File: src/rtl/stream_mux_n_to_1_pkg.sv
// Shared definitions for the N-to-1 stream multiplexer: mode encoding and
// the width helper used to size channel indices.
package stream_mux_n_to_1_pkg;

    typedef enum logic {
        MODE_SELECT = 1'b0,
        MODE_RR     = 1'b1
    } mux_mode_e;

    localparam int MUX_DEFAULT_N = 4;
    localparam int MUX_DEFAULT_W = 8;

    // Smallest r with 2**r >= value; clamps to 1 so a 2-channel build still has a 1-bit index.
    function automatic int clog2(input int value);
        int r;
        r = 1;
        for (int i = 1; i < 31; i++) begin
            if ((32'sd1 << i) < value) begin
                r = i + 1;
            end else begin
                r = r;
            end
        end
        return r;
    endfunction

endpackage

File: src/rtl/stream_mux_n_to_1_if.sv
// Bundle of producer-side and consumer-side stream signals plus the
// selection controls of the N-to-1 stream multiplexer.
interface stream_mux_n_to_1_if #(
    parameter int N     = 4,
    parameter int W     = 8,
    parameter int SEL_W = 2
);
    logic             mode;
    logic [SEL_W-1:0] sel;
    logic [N-1:0]     in_valid;
    logic [N*W-1:0]   in_data;
    logic [N-1:0]     in_ready;
    logic             out_valid;
    logic [W-1:0]     out_data;
    logic [SEL_W-1:0] out_chan;
    logic             out_ready;

    // Environment view: drives producers, controls and the consumer ready.
    modport master (
        output mode, sel, in_valid, in_data, out_ready,
        input  in_ready, out_valid, out_data, out_chan
    );

    // Multiplexer view.
    modport slave (
        input  mode, sel, in_valid, in_data, out_ready,
        output in_ready, out_valid, out_data, out_chan
    );
endinterface

File: src/rtl/stream_mux_n_to_1_rr_arbiter.sv
// Combinational rotate-priority arbiter: the search starts one past ptr and
// wraps modulo N, so the most recently served channel has lowest priority.
module stream_mux_n_to_1_rr_arbiter #(
    parameter int N     = 4,
    parameter int SEL_W = 2
) (
    input  logic [N-1:0]     req,
    input  logic [SEL_W-1:0] ptr,
    output logic             gnt_valid,
    output logic [SEL_W-1:0] gnt_idx
);

    logic [SEL_W-1:0] idx_s;

    // Walk from the farthest candidate to the nearest so the nearest requester wins last.
    always_comb begin
        gnt_valid = 1'b0;
        gnt_idx   = {SEL_W{1'b0}};
        idx_s     = {SEL_W{1'b0}};
        for (int k = N; k >= 1; k--) begin
            idx_s     = SEL_W'((int'(ptr) + k) % N);
            gnt_valid = gnt_valid | req[idx_s];
            gnt_idx   = req[idx_s] ? idx_s : gnt_idx;
        end
    end

endmodule

File: src/rtl/stream_mux_n_to_1.sv
// N-channel, W-bit stream multiplexer with valid/ready handshakes, a one-deep
// registered output stage, and external-select or round-robin channel choice.
module stream_mux_n_to_1
    import stream_mux_n_to_1_pkg::*;
#(
    parameter int N     = MUX_DEFAULT_N,
    parameter int W     = MUX_DEFAULT_W,
    parameter int SEL_W = clog2(N)
) (
    input  logic                clk,
    input  logic                rst,
    stream_mux_n_to_1_if.slave  mux
);

    mux_mode_e        mode_s;
    logic             load_en_s;
    logic             sel_valid_s;
    logic             arb_valid_s;
    logic [SEL_W-1:0] arb_idx_s;
    logic             grant_valid_s;
    logic [SEL_W-1:0] grant_idx_s;
    logic [W-1:0]     grant_data_s;
    logic [N-1:0]     in_ready_s;

    logic             out_valid_r;
    logic [W-1:0]     out_data_r;
    logic [SEL_W-1:0] out_chan_r;
    logic [SEL_W-1:0] rr_ptr_r;

    assign mode_s    = mux_mode_e'(mux.mode);
    assign load_en_s = !out_valid_r || mux.out_ready;

    stream_mux_n_to_1_rr_arbiter #(
        .N     (N),
        .SEL_W (SEL_W)
    ) u_rr_arbiter (
        .req       (mux.in_valid),
        .ptr       (rr_ptr_r),
        .gnt_valid (arb_valid_s),
        .gnt_idx   (arb_idx_s)
    );

    // External select: out-of-range indices match no channel, so they never grant.
    always_comb begin
        sel_valid_s = 1'b0;
        for (int i = 0; i < N; i++) begin
            sel_valid_s = sel_valid_s | ((mux.sel == SEL_W'(i)) & mux.in_valid[i]);
        end
    end

    // Mode mux between the external select and the arbiter result.
    always_comb begin
        grant_valid_s = 1'b0;
        grant_idx_s   = {SEL_W{1'b0}};
        case (mode_s)
            MODE_SELECT: begin
                grant_valid_s = sel_valid_s;
                grant_idx_s   = mux.sel;
            end
            MODE_RR: begin
                grant_valid_s = arb_valid_s;
                grant_idx_s   = arb_idx_s;
            end
            default: begin
                grant_valid_s = 1'b0;
                grant_idx_s   = {SEL_W{1'b0}};
            end
        endcase
    end

    // Data-select mux and one-hot ready back to the granted producer.
    always_comb begin
        grant_data_s = {W{1'b0}};
        in_ready_s   = {N{1'b0}};
        for (int i = 0; i < N; i++) begin
            grant_data_s  = (grant_idx_s == SEL_W'(i)) ? mux.in_data[i*W +: W] : grant_data_s;
            in_ready_s[i] = load_en_s && grant_valid_s && (grant_idx_s == SEL_W'(i));
        end
    end

    // Output register: loads on every free slot; an empty grant leaves data/chan untouched.
    always_ff @(posedge clk or posedge rst) begin
        if (rst) begin
            out_valid_r <= 1'b0;
            out_data_r  <= {W{1'b0}};
            out_chan_r  <= {SEL_W{1'b0}};
        end else if (load_en_s) begin
            out_valid_r <= grant_valid_s;
            if (grant_valid_s) begin
                out_data_r <= grant_data_s;
                out_chan_r <= grant_idx_s;
            end
        end
    end

    // Round-robin pointer: only round-robin transfers move it; select-mode traffic leaves it alone.
    always_ff @(posedge clk or posedge rst) begin
        if (rst) begin
            rr_ptr_r <= SEL_W'(N - 1);
        end else if (load_en_s && grant_valid_s && (mode_s == MODE_RR)) begin
            rr_ptr_r <= grant_idx_s;
        end
    end

    assign mux.in_ready  = in_ready_s;
    assign mux.out_valid = out_valid_r;
    assign mux.out_data  = out_data_r;
    assign mux.out_chan  = out_chan_r;

endmodule

File: src/flat_wrapper.sv
// flat-port wrapper written by rule: the top's interface ports become plain ports
module stream_mux_n_to_1_flat import stream_mux_n_to_1_pkg::*;
#(
    parameter int N     = MUX_DEFAULT_N,
    parameter int W     = MUX_DEFAULT_W,
    parameter int SEL_W = clog2(N)
)
  (clk, rst, mux_mode, mux_sel, mux_in_valid, mux_in_data, mux_out_ready, mux_in_ready, mux_out_valid, mux_out_data, mux_out_chan);
  stream_mux_n_to_1_if #(.N(N), .W(W), .SEL_W(SEL_W)) mux_i ();
  input  logic clk;
  input  logic rst;
  input wire logic [$bits(mux_i.mode)-1:0] mux_mode;
  input wire logic [$bits(mux_i.sel)-1:0] mux_sel;
  input wire logic [$bits(mux_i.in_valid)-1:0] mux_in_valid;
  input wire logic [$bits(mux_i.in_data)-1:0] mux_in_data;
  input wire logic [$bits(mux_i.out_ready)-1:0] mux_out_ready;
  output wire logic [$bits(mux_i.in_ready)-1:0] mux_in_ready;
  output wire logic [$bits(mux_i.out_valid)-1:0] mux_out_valid;
  output wire logic [$bits(mux_i.out_data)-1:0] mux_out_data;
  output wire logic [$bits(mux_i.out_chan)-1:0] mux_out_chan;
  assign mux_i.mode = mux_mode;
  assign mux_i.sel = mux_sel;
  assign mux_i.in_valid = mux_in_valid;
  assign mux_i.in_data = mux_in_data;
  assign mux_i.out_ready = mux_out_ready;
  assign mux_in_ready = mux_i.in_ready;
  assign mux_out_valid = mux_i.out_valid;
  assign mux_out_data = mux_i.out_data;
  assign mux_out_chan = mux_i.out_chan;
  stream_mux_n_to_1 #(.N(N), .W(W), .SEL_W(SEL_W)) u_core (.clk(clk), .rst(rst), .mux(mux_i));
endmodule
File: config.mk
export PLATFORM = sky130hd
export DESIGN_NAME = stream_mux_n_to_1_flat
export DESIGN_NICKNAME = d
export VERILOG_FILES = /design/src/rtl/stream_mux_n_to_1_pkg.sv /design/src/rtl/stream_mux_n_to_1_if.sv /design/src/rtl/stream_mux_n_to_1_rr_arbiter.sv /design/src/rtl/stream_mux_n_to_1.sv /design/src/flat_wrapper.sv
export SDC_FILE = /design/constraint.sdc
export NUM_CORES = 1
export LEC_CHECK = 0
export ABC_AREA = 1
export CAP_MARGIN = 10
export CELL_PAD_IN_SITES_DETAIL_PLACEMENT = 0
export CELL_PAD_IN_SITES_GLOBAL_PLACEMENT = 1
export CORE_UTILIZATION = 28
export CTS_BUF_LIST = sky130_fd_sc_hd__clkbuf_4 sky130_fd_sc_hd__clkbuf_8
export CTS_CLUSTER_SIZE = 30
export DETAILED_ROUTE_END_ITERATION = 10
export HOLD_SLACK_MARGIN = 0.02
export MAX_ROUTING_LAYER = met4
export PLACE_DENSITY_LB_ADDON = 0.05
export SETUP_SLACK_MARGIN = 0.3
export SYNTH_ARGS = -nofsm -noshare
export SYNTH_HDL_FRONTEND = slang
export SYNTH_SLANG_ARGS = --single-unit
File: constraint.sdc
create_clock -name clk -period 2.61 [get_ports clk]
set_clock_uncertainty 0.2 [all_clocks]
set_input_delay 0.522 -clock clk [delete_from_list [all_inputs] [get_ports clk]]
set_output_delay 0.522 -clock clk [all_outputs]
set_load 0.005 [all_outputs]
==> metrics, run 1 <==
Final Hold Fails=0; H-tree depth=1; failing checks=negative setup slack; Worst slew margin=between 60% and 70%; Layout fillers=roughly 390; number of max-cap violations=0; Yosys cell types=24; final setup vio count=4; Antenna Diode Count=0; clk slew on worst S/H paths=60 ps; TNS Setup=-112 ps; CTS tree=built; port bufs=56; worst r2r src=u_core.rr_ptr_r[0]$_DFFE_PP1P_; DRT iter0 DRCs=44; proportion of netlist area held by the largest area contributor=23.0%; Via density=about 4.6; most frequent cells in the layout=nand2_1 (48), clkdlybuf4s50_1 (47), buf_4 (29); Max Freq=between 0.3 and 0.4 GHz; DRC violations left=0; most common cell after layout, fill and taps aside=nand2_1; non-filler cells in the finished layout=between 300 and 400; final worst slack=-41.9 ps; main area contributors after synthesis=dfrtp_1 (23%), nand2_1 (19%), nand2_2 (6.3%); dpl hpwl=~3200 um; area delta synth->final=87.3%; post-layout total power=around 0.0023 W; worst-path fanout max=6; GRT Util Overall=21.2%; Die Y=just under 70 um; initial core utilization=between 20% and 30%; fin. max-slew vios=0; Multi-input gate area=902 um^2; Slew @ Worst Pin=about 560 ps; leak pwr=between 1 and 1.5 nW; die width=67.4 um; Die ar.=about 4500 um^2; crit share post-route=102%; FF/Latch Area=328 um^2; largest net degree at the start of global routing=14; Root Driver=clkbuf_8; worst setup path startpoint=u_core.rr_ptr_r[0]$_DFFE_PP1P_; register area share after synthesis=between 20% and 30%; synthesized area per cell=6.72 um^2; most area-hungry cell type in the Yosys netlist=dfrtp_1; Routability Congestion=~0.84; Pwr Density=1020 nW/um^2; cell area after synthesis=about 1200 um^2; Worst Path Arrival=~1900 ps; I/O pin count=57; CTS Buffer Depth=2; Total Nets Final=around 310; final WL=~4200 um; Hold Crit Start=u_core.mux.out_data[2]$_DFFE_PP0N_; layout cells sized above 1=40.7%; Worst setup SP type=flip-flop; DR vias=1470; RSZ-0062 raised after global routing=true; CTS sink count=13; WL per Instance=about 13 um; worst skew pair latency=about 250 ps; synthesized net count=220; Critical Path RT=between 1500 and 2000 ps; Rows=23; dpl cells=302; CTS Buf Count=3; Final min period=~2700 ps; CP Capture Type=output pin; antenna violations before repair=0; yosys warns=0; core outline area=about 4100 um^2; vias in the first global route=about 1600; GR Overflow Total=0; first-pass GRT wire length=roughly 7000 um; Synth Instances=roughly 180; critical path class=flip-flop to output pin; Post-DRT Antenna Nets=0; peak supply drop=458 uV; Pre-antenna DRT Iters=4; HP Class=flip-flop to flip-flop; Yosys reg bits=13; status=finished, violations left
==> per-layer routing <==
metal | vias to the layer above | share of wire (%) | GRT usage, %
met5 | - | 0 | -
met4 | 0 | 0.50 | 5.32
met3 | 2 | 3.1 | 3.72
met2 | 27 | 55 | 38.6
met1 | 692 | 41 | 23.7
li1 | 749 | - | -
==> registers in the layout (all words and copies together) (netlist names) <==
register              flops
u_core.mux.out_data       8
u_core.mux.out_chan       2
u_core.rr_ptr_r           2
u_core.mux.out_valid      1
==> cells by family (layout without fill, tap and decap cells) <==
logic type / count (synthesis) / after routing / synth area share (%)
and+or+nand+nor: 115 / 115 / 49.0
DFF: 13 / 13 / 27.4
buffers and inverters: 25 / 115 / 11.1
AOI/OAI and AO/OA: 25 / 25 / 12.6
==> power by group <==
group,internal [W],switching [W]
sequential,0.000305,0.0000619
combinational,0.000829,0.000901
clock,0.000106,0.0000860
total,0.00124,0.00105
==> area by class of cell <==
class                   instances  area share (%)
multi-input cells             140            40.3
inverters                      20            3.69
well taps                      50            2.79
clock buffers                   3            1.84
flip-flops and latches         13            14.6
clock inverters                 1           0.223
repair buffers                 91            36.6
==> through the flow <==
| step | hold WS, ps | util, % | area [um^2] | setup WS, ps |
|---|---|---|---|---|
| finish | 280 | 55.2 | 2240 | -41.9 |
| global route | 301 | 55.2 | 2240 | -128 |
| CTS | 286 | 51.7 | 2100 | -74.9 |
| detailed placement | 266 | 47.9 | 1940 | -650 |
| global placement | 265 | 47.9 | 1940 | -621 |
| floorplan | 198 | - | 1200 | 305 |
==> worst max-delay path, cell delays in order (launching register included) <==
cell     delay, ps
dfstp_2        540
buf_6          140
inv_8           50
nand2_2         70
nand2_2         60
and2_4         150
nor2_4         100
nand3_4        100
nand2_4         80
nor2_4          40
nor2_4         160
nor3_2          60
buf_2          130
==> timing repair <==
action,4_1_cts,5_1_grt
endpoints found under the setup margin,12,12
buffers inserted,9,3
pin swaps,15,16
resized for setup,39,34
hold buffers,0,0
==> cell usage after synthesis, drive strengths merged <==
cell type and count:
buf 5, o211ai 1, inv 20, dfrtp 11, nand2 75, dfstp 2
a22oi 3, nor3 3, nor2 14, a21oi 3, and2 1, nand3 22
o21ai 18
==> final timing paths <==
kind | to | slack, ps | cells past startpoint
max | mux_in_ready[2] | -40 | 12
min | u_core.mux.out_data[2]$_DFFE_PP0N_ | 280 | 2
min reg2reg | u_core.mux.out_data[2]$_DFFE_PP0N_ | 280 | 2
min in group asynchronous | u_core.mux.out_data[7]$_DFFE_PP0N_ | 420 | 2
max in group asynchronous | u_core.rr_ptr_r[1]$_DFFE_PP1P_ | 1410 | 2
max reg2reg | u_core.mux.out_data[7]$_DFFE_PP0N_ | 270 | 15
No activity file was read; power rests on OpenSTA's default activity.
==> run 2, diff against run 1 <==
==> constraint.sdc (replaced) <==
create_clock -name clk -period 2.7 [get_ports clk]
set_clock_uncertainty 0.2 [all_clocks]
set_input_delay 0.54 -clock clk [delete_from_list [all_inputs] [get_ports clk]]
set_output_delay 0.54 -clock clk [all_outputs]
set_load 0.005 [all_outputs]
==> run 2 against run 1 <==
  * The flow still finishes with violations (negative setup slack)
  * Critical path depth fell by 2
  * Sequential power down 1%
  * Critical endpoint is now mux_in_ready[0]
  * Clock power is essentially flat
  * Utilization increased by 0.12 points
  * First-iteration DRC count down 41%
  * Global-route usage shrank 2.9 points
  * Worst hold slack better by 3.4 ps
  * Flip-flop and latch count unchanged
  * Wire length is 9.4% lower
  * Largest power group unchanged
  * Via count decreased by 2.7%
==> metrics, run 2 (synthesis gave the netlist of run 1 again) <==
status=finished, violations left; failing checks=negative setup slack; CTS Buffer Depth=2 (unchanged); DRC violations left=0 (unchanged); final WL=3800 um (-9.4%); critical path class=flip-flop to output pin; Total Nets Final=315 (+1.3%); slowest CP cell=dfstp_2; H-tree depth=1 (unchanged); area delta synth->final=87.8%; Max Freq=roughly 0.37 GHz; sequential group share of total power=16.8% (+0.8 points); CTS sink count=13 (unchanged); Rows=23 (unchanged); CP Capture Type=output pin; largest net degree at the start of global routing=14 (unchanged); Critical path buffers and inverters=4 (+1); Pint=0.00122 W (-1.5%); final worst slack=-24.2 ps (+17.7 ps); Pwr Density=964 nW/um^2 (-5.6%); fin. max-slew vios=0 (unchanged); layout cells sized above 1=37.9% (-2.8 points); Final Hold Fails=0 (unchanged); Slew @ Worst Pin=530 ps (-32.4 ps); Via density=4.44 (-3.9%); cell family with most CP delay=flip-flops; worst-path fanout max=7 (+1); Worst Path Arrival=1980 ps (+50 ps); core outline area=4060 um^2 (unchanged); port bufs=56 (unchanged); post-placement setup slack=-607 ps (+42.6 ps); Antenna Diode Count=0 (unchanged); vias in the first global route=1383 (-12%); final hold slack=283 ps (+3.40 ps); CP peak stage delay=610 ps (+70 ps); GRT Util Overall=18.4% (-2.9 points); most common cell after layout, fill and taps aside=nand2_1; antenna violations before repair=0 (unchanged); Sw Ratio=43.6% (-2.2 points); most used cell, CP=buf_4; met3 usage=1.52% (-2.2 points); I/O pin count=57 (unchanged); HP Class=flip-flop to flip-flop; Worst slew margin=64.7% (+2.2 points); RSZ-0062 raised after global routing=true; worst skew pair latency=250 ps (about the same); number of max-cap violations=0 (unchanged); Gate power share=74.5% (-1.1 points); dpl hpwl=2950 um (-6.4%); clk slew on worst S/H paths=60 ps (about the same); Final Cell Area=2250 um^2 (+0.22%); final setup vio count=2 (-2); number of flip-flops in the largest register=8 (unchanged); Cell Area, Placed=1930 um^2 (-0.64%); most used routing layer=met2; routing usage on met1=20.4% (-3.3 points); CTS tree=built; WL per Instance=11.8 um (-11%); Worst setup SP type=flip-flop; CTS Buf Count=3 (unchanged); first-pass GRT wire length=6020 um (-14%); most frequent cells in the layout=nand2_1 (52), clkdlybuf4s50_1 (47), buf_4 (35); Pre-antenna DRT Iters=4 (unchanged); DRT iter0 DRCs=26 (-41%); Psw=0.000944 W (-10%); cts hold-fix bufs=0 (unchanged); Clock Power Share=8.7% (+0.3 points); Die Y=67.4 um (unchanged); crit share post-route=101%; initial core utilization=29.5% (unchanged); DR vias=1430 (-2.7%); met2 Track Usage GR=33.8% (-4.9 points); Routability Congestion=0.871 (+3.8%); Critical Path RT=1960 ps (+70 ps); cell chain of the critical path=clkinv_4 -> buf_4 -> buf_4 -> nor2_4 -> nand3_4 -> nand2_1 -> nor2_1 -> nor2_2 -> nor3_2 -> buf_2; Die ar.=4540 um^2 (unchanged); leak pwr=1.10 nW (+1.6%); peak supply drop=318 uV (-31%); Post-DRT Antenna Nets=0 (unchanged); GR Overflow Total=0 (unchanged); Root Driver=clkbuf_8; die width=67.4 um (unchanged); Final min period=2720 ps
==> run 2: changes by cell type in the layout (fill, tap and decap cells not counted), sizes merged <==
cell	delta
clkbuf	+1
inv	-1
buf	+4
==> run 2: final timing paths <==
check                                                   start  cells after the start  slack, ps                                 end
hold reg to reg            u_core.mux.out_chan[1]$_DFFE_PP0N_                      2        280  u_core.mux.out_chan[1]$_DFFE_PP0N_
setup reg to reg               u_core.rr_ptr_r[0]$_DFFE_PP1P_                     15        280  u_core.mux.out_data[2]$_DFFE_PP0N_
max in group asynchronous                                 rst                      2       1510      u_core.rr_ptr_r[1]$_DFFE_PP1P_
hold / removal             u_core.mux.out_chan[1]$_DFFE_PP0N_                      2        280  u_core.mux.out_chan[1]$_DFFE_PP0N_
setup / recovery               u_core.rr_ptr_r[0]$_DFFE_PP1P_                     10        -20                     mux_in_ready[0]
min in group asynchronous                                 rst                      2        430  u_core.mux.out_data[7]$_DFFE_PP0N_
==> run 2: stage by stage <==
| step | TNS (ps) | util, % | total power, W | std cells |
|---|---|---|---|---|
| after floorplan | 0 | - | 0.00115 | 178 |
| after global placement | -2290 | 47.6 | 0.00164 | 301 |
| after detailed placement | -2530 | 47.6 | 0.00165 | 301 |
| after CTS | -91.2 | 51.8 | 0.00198 | 315 |
| after global routing | -388 | 55.4 | 0.00235 | 322 |
| final | -35.9 | 55.4 | 0.00216 | 322 |
==> run 2: layout make-up <==
cell class	instances	area, um^2
fillers	366	1810
well taps	50	62.6
inverters	20	85.1
clock buffers	4	48.8
multi-input cells	140	862
flip-flops and latches	13	328
repair buffers	95	860
==> run 2: worst register-to-register path: stages (launching register included) <==
cell and delay, ps:
dfstp_2 610, clkinv_4 130, buf_4 160, buf_4 130, nor2_4 120, nand3_4 90, nand2_1 70, nor2_1 50
nor2_2 190, buf_4 150, buf_4 100, buf_4 110, o21ai_0 70, nand3_1 70, nand2_1 60, nand2_1 50
==> run 2: power groups by stage <==
stage          Sequential [W]  Combinational [W]  Clock, W
3_5_place_dp         0.000372            0.00128         0
3_3_place_gp         0.000370            0.00127         0
6_report             0.000363            0.00161  0.000189
5_1_grt              0.000377            0.00177  0.000202
2_1_floorplan        0.000350           0.000796         0
4_1_cts              0.000375            0.00142  0.000192
==> run 2: per-layer routing <==
metal / routed length, um / share of wire, %
met1: 1600 / 42
met2: 2020 / 53
met3: 106 / 2.8
met4: 73 / 1.9
met5: 0 / 0
==> run 2: repair_timing <==
item	in CTS	in global routing
gates cloned	0	0
endpoints found under the setup margin	12	12
pin swaps	11	19
gates resized for setup	36	27
buffers inserted	10	7
